[src/rtl/router_pkg.sv]
// Shared router constants and the header address type.
package router_pkg;

  localparam int unsigned DEF_NUM_CH  = 3;
  localparam int unsigned DEF_TIMEOUT = 30;
  localparam int unsigned DEF_ADDR_W  = 2;

  typedef logic [DEF_ADDR_W-1:0] router_addr_t;

endpackage

[src/rtl/router_sync_timer.sv]
// Per-channel stall watchdog: pulses soft_reset for one cycle after TIMEOUT
// consecutive cycles of valid data that nobody reads.
module router_sync_timer
  import router_pkg::*;
#(
  parameter int unsigned TIMEOUT = DEF_TIMEOUT
) (
  input  logic clk,
  input  logic resetn,
  input  logic vld,
  input  logic rd,
  output logic soft_reset
);

  localparam int unsigned CNT_W = $clog2(TIMEOUT);
  localparam logic [CNT_W-1:0] LAST = CNT_W'(TIMEOUT - 1);

  logic [CNT_W-1:0] cnt;
  logic             stall;

  assign stall = vld & ~rd;

  // A read on the threshold cycle clears the count, so it also suppresses the pulse.
  always_ff @(posedge clk) begin
    if (!resetn) begin
      cnt        <= '0;
      soft_reset <= 1'b0;
    end else if (stall) begin
      if (cnt == LAST) begin
        cnt        <= '0;
        soft_reset <= 1'b1;
      end else begin
        cnt        <= cnt + CNT_W'(1);
        soft_reset <= 1'b0;
      end
    end else begin
      cnt        <= '0;
      soft_reset <= 1'b0;
    end
  end

endmodule

[src/rtl/router_sync_n.sv]
// Router synchroniser: latches the header destination, steers the FIFO write
// enable, and flushes channels whose data sits unread for too long.
module router_sync_n
  import router_pkg::*;
#(
  parameter int unsigned NUM_CH  = DEF_NUM_CH,
  parameter int unsigned TIMEOUT = DEF_TIMEOUT,
  parameter int unsigned ADDR_W  = DEF_ADDR_W
) (
  input  logic              clk,
  input  logic              resetn,
  input  logic              detect_add,
  input  logic [ADDR_W-1:0] datain,
  input  logic              write_enb_reg,
  input  logic [NUM_CH-1:0] read_enb,
  input  logic [NUM_CH-1:0] empty,
  input  logic [NUM_CH-1:0] full,
  output logic [NUM_CH-1:0] vld_out,
  output logic [NUM_CH-1:0] write_enb,
  output logic              fifo_full,
  output logic [NUM_CH-1:0] soft_reset,
  output logic              addr_err
);

  logic [ADDR_W-1:0] dest;
  logic              dest_valid;
  logic              addr_ok;

  assign addr_ok = 32'(datain) < NUM_CH;
  assign vld_out = ~empty;

  // A bad header invalidates the route but leaves the last dest value in place.
  always_ff @(posedge clk) begin
    if (!resetn) begin
      dest       <= '0;
      dest_valid <= 1'b0;
      addr_err   <= 1'b0;
    end else begin
      addr_err <= 1'b0;
      if (detect_add) begin
        if (addr_ok) begin
          dest       <= datain;
          dest_valid <= 1'b1;
        end else begin
          dest_valid <= 1'b0;
          addr_err   <= 1'b1;
        end
      end
    end
  end

  // Decoded by comparison so ADDR_W may be wider than the channel index.
  always_comb begin
    write_enb = '0;
    fifo_full = 1'b0;
    for (int unsigned i = 0; i < NUM_CH; i++) begin
      if (dest_valid && (32'(dest) == i)) begin
        fifo_full    = full[i];
        write_enb[i] = write_enb_reg & ~soft_reset[i];
      end
    end
  end

  for (genvar g = 0; g < NUM_CH; g++) begin : g_timer
    router_sync_timer #(
      .TIMEOUT(TIMEOUT)
    ) u_timer (
      .clk       (clk),
      .resetn    (resetn),
      .vld       (vld_out[g]),
      .rd        (read_enb[g]),
      .soft_reset(soft_reset[g])
    );
  end

endmodule

[config.mk]
export PLATFORM = sky130hd
export DESIGN_NAME = router_sync_n
export DESIGN_NICKNAME = d
export VERILOG_FILES = /design/src/rtl/router_pkg.sv /design/src/rtl/router_sync_timer.sv /design/src/rtl/router_sync_n.sv
export SDC_FILE = /design/constraint.sdc
export NUM_CORES = 1
export LEC_CHECK = 0
export BUFFER_PORTS_ARGS = -buffer_cell sky130_fd_sc_hd__buf_4
export CAP_MARGIN = 0
export CORE_MARGIN = 1.5
export CORE_UTILIZATION = 45
export CTS_CLUSTER_DIAMETER = 200
export DETAILED_ROUTE_END_ITERATION = 10
export PLACE_DENSITY = 0.71
export SETUP_SLACK_MARGIN = 0.05
export SLEW_MARGIN = 20
export SYNTH_ARGS = -nofsm -noshare
export SYNTH_HDL_FRONTEND = slang
export SYNTH_SLANG_ARGS = --single-unit
[constraint.sdc]
create_clock -name clk -period 1.12 [get_ports clk]
set_clock_uncertainty 0.1 [all_clocks]
set_input_delay 0.168 -clock clk [delete_from_list [all_inputs] [get_ports clk]]
set_output_delay 0.168 -clock clk [all_outputs]
set_load 0.01 [all_outputs]
==> results_dict.tcl <==
set metrics [dict create \
    drv_slew 0 \
    swShare_pct 23.5 \
    layout_commonest_cell "buf_4" \
    period_needed_ns 1.48 \
    hold_viol 0 \
    hold_path_class "in2reg" \
    place_area_um2 1140 \
    worstSkewPairLatency_ns 0.30 \
    whs_ns 0.0211 \
    cap_violations 0 \
    dp_slack_ns -0.136 \
    clkSinkCount 22 \
    final_nets 148 \
    internal-power_w 0.000999 \
    crit_path_max_fanout 6 \
    grt_overflow 0 \
    peakVddDrop_uv 682 \
    drc_errors 0 \
    grt_pass1_vias 703 \
    die_area_um2 2410 \
    path_clk_slew_ns 0.11 \
    dpl.hpwl_um 1180 \
    tightest_slew_ns 0.221 \
    port_buffers 25 \
    cts_buffer_depth 2 \
    htree_levels 1 \
    synth_area_um2 955 \
    mostFrequentLayoutCells "buf_4, nor2_1, dfxtp_1" \
    drtIter0Drc 6 \
    synth_cell_type_count 23 \
    placedCellCount 145 \
    cts_tree "built" \
    postSynthAreaPerCell_um2 9.74 \
    critPathArrivalTime_ns 1.21 \
    rsz0062_at_grt "true" \
    rows 16 \
    viasPerCell 4.88 \
    fin_area_um2 1360 \
    power_frac_comb_pct 11.2 \
    p_leak_nw 0.522 \
    grt_pass1_wl_um 2990 \
    required_ns 0.85 \
    die-height_um 49.1 \
    slew_headroom_pct 85.1 \
    finalNonFillerCells 152 \
    power.switching_w 0.000307 \
    routedWlPerCell_um 11.6 \
    track_usage_pct 16.1 \
    critPathKind "reg2out" \
    die_x_um 49.1 \
    p_per_area_nw_per_um2 961 \
    final_antenna_net_count 0 \
    syn_inst 98 \
    end_kind "output port" \
    cp-start-kind "flop" \
    ios 26 \
    setup_viol 9 \
    fin_util_pct 68.6 \
    cts_made_buffers 3 \
    antenna_found_initial 0 \
    place_congestion 0.714 \
    synth.ff_latch_count 22 \
    clkPwrFrac_pct 27.1 \
    seq_power_share_pct 61.7 \
    dr.pass1.iters 2 \
    finalWirelength_um 1770 \
    failed_checks "setup timing" \
    max_freq_mhz 677 \
    coreArea_um2 1980 \
    finalCritPeriodShare_pct 132 \
    setup_slack_ns -0.357 \
    grt_max_degree 12 \
    n_antenna_cell 0 \
    syn-num-nets 119 \
    seq_area_frac_synth_pct 46.1 \
    status "finished with violations" \
    area_growth_pct 42.3 \
    initial_core_util_pct 48.2 \
    drive_gt1_share_pct 52.0 \
    cts_root_buffer "clkbuf_4" \
    ys_warn_count 0 \
    num_vias 741 \
]
[what timing repair did]
action,in CTS,in global routing
hold endpoints to repair,2,0
setup buffers,0,1
setup endpoints to repair,14,23
pin swaps,7,13
resized for setup,19,29
hold buffers,3,0
[through the flow]
stage	setup TNS (ns)	total power, W
after floorplan	0	0.000881
after detailed placement	-0.412	0.000952
after global routing	-2.12	0.00137
after global placement	-0.227	0.000951
final	-1.15	0.00131
after CTS	-1.26	0.00132
[Yosys cell counts]
cell / n / area [um2]
and4_1: 1 / 8.76
nor4_1: 1 / 6.26
nor2_1: 18 / 67.6
o211a_1: 1 / 10.0
nand3_1: 8 / 40.0
o221a_2: 2 / 22.5
nor4b_1: 2 / 17.5
inv_1: 7 / 26.3
nor3b_2: 2 / 25.0
ha_1: 6 / 75.1
buf_4: 6 / 45.0
nand2_2: 2 / 12.5
nand2_1: 1 / 3.75
xor2_1: 6 / 52.6
dfxtp_1: 22 / 440
nor2b_1: 2 / 12.5
nand3b_1: 1 / 7.51
mux2i_1: 1 / 10.0
xnor2_1: 3 / 26.3
nor4b_2: 1 / 15.0
and2_1: 1 / 6.26
o21ai_0: 1 / 5.00
nand4_1: 3 / 18.8
[final timing paths]
check                                          startpoint                             to  slack [ns]  cells after the start
worst max-delay path                              dest[1]                      fifo_full       -0.36                      4
worst min-delay path                          read_enb[0]  g_timer[0].u_timer.soft_reset        0.02                      3
worst max register to register  g_timer[2].u_timer.cnt[1]  g_timer[2].u_timer.soft_reset           0                      4
worst min register to register  g_timer[1].u_timer.cnt[0]      g_timer[1].u_timer.cnt[0]        0.37                      1
[logic make-up (layout without fill, tap and decap cells)]
kind of cell	count (synthesis)	in the layout	share of synthesized area, %
flip-flops	22	22	46.1
AO/OA/AOI/OAI	4	4	3.93
multiplexers	1	1	1.05
buffers and inverters	13	40	7.47
AND/OR/NAND/NOR	43	43	25.3
XOR/XNOR	9	9	8.26
adder cells (fa/ha/maj)	6	6	7.86
[critical path, stage by stage (launching register included)]
cell and delay (ns):
dfxtp_4 0.39, mux2i_1 0.19, o21ai_1 0.07, and2_1 0.14, buf_6 0.11
[per-layer routing]
| layer | vias to the layer above | share of wire, % | GRT usage [%] |
|---|---|---|---|
| met4 | 0 | 1.8 | 8.57 |
| li1 | 381 | - | - |
| met2 | 20 | 50 | 25.9 |
| met1 | 336 | 43 | 20.0 |
| met5 | - | 0 | 0 |
| met3 | 4 | 4.5 | 3.37 |
[cell type report]
type                       count  area (um2)
sequential                    22         473
inverter                       7        28.8
multi-input combinational     63         553
fill                         145         623
tap                           27        33.8
timing repair buffer          30         248
clock buffer                   3        22.5
[power by group through the flow]
| stage | Clock, W | Combinational [W] | Sequential, W |
|---|---|---|---|
| 3_5_place_dp | 0 | 0.000126 | 0.000826 |
| 3_3_place_gp | 0 | 0.000126 | 0.000825 |
| 4_1_cts | 0.000369 | 0.000141 | 0.000809 |
| 5_1_grt | 0.000395 | 0.000162 | 0.000809 |
| 2_1_floorplan | 0 | 0.0000563 | 0.000824 |
| 6_report | 0.000354 | 0.000146 | 0.000806 |
[state kept, by name (all words and copies together), names as in the netlist]
name	cells
addr_err	1
dest_valid	1
g_timer.u_timer.soft_reset	3
g_timer.u_timer.cnt	15
dest	2
(Power assumes the default switching activity.)
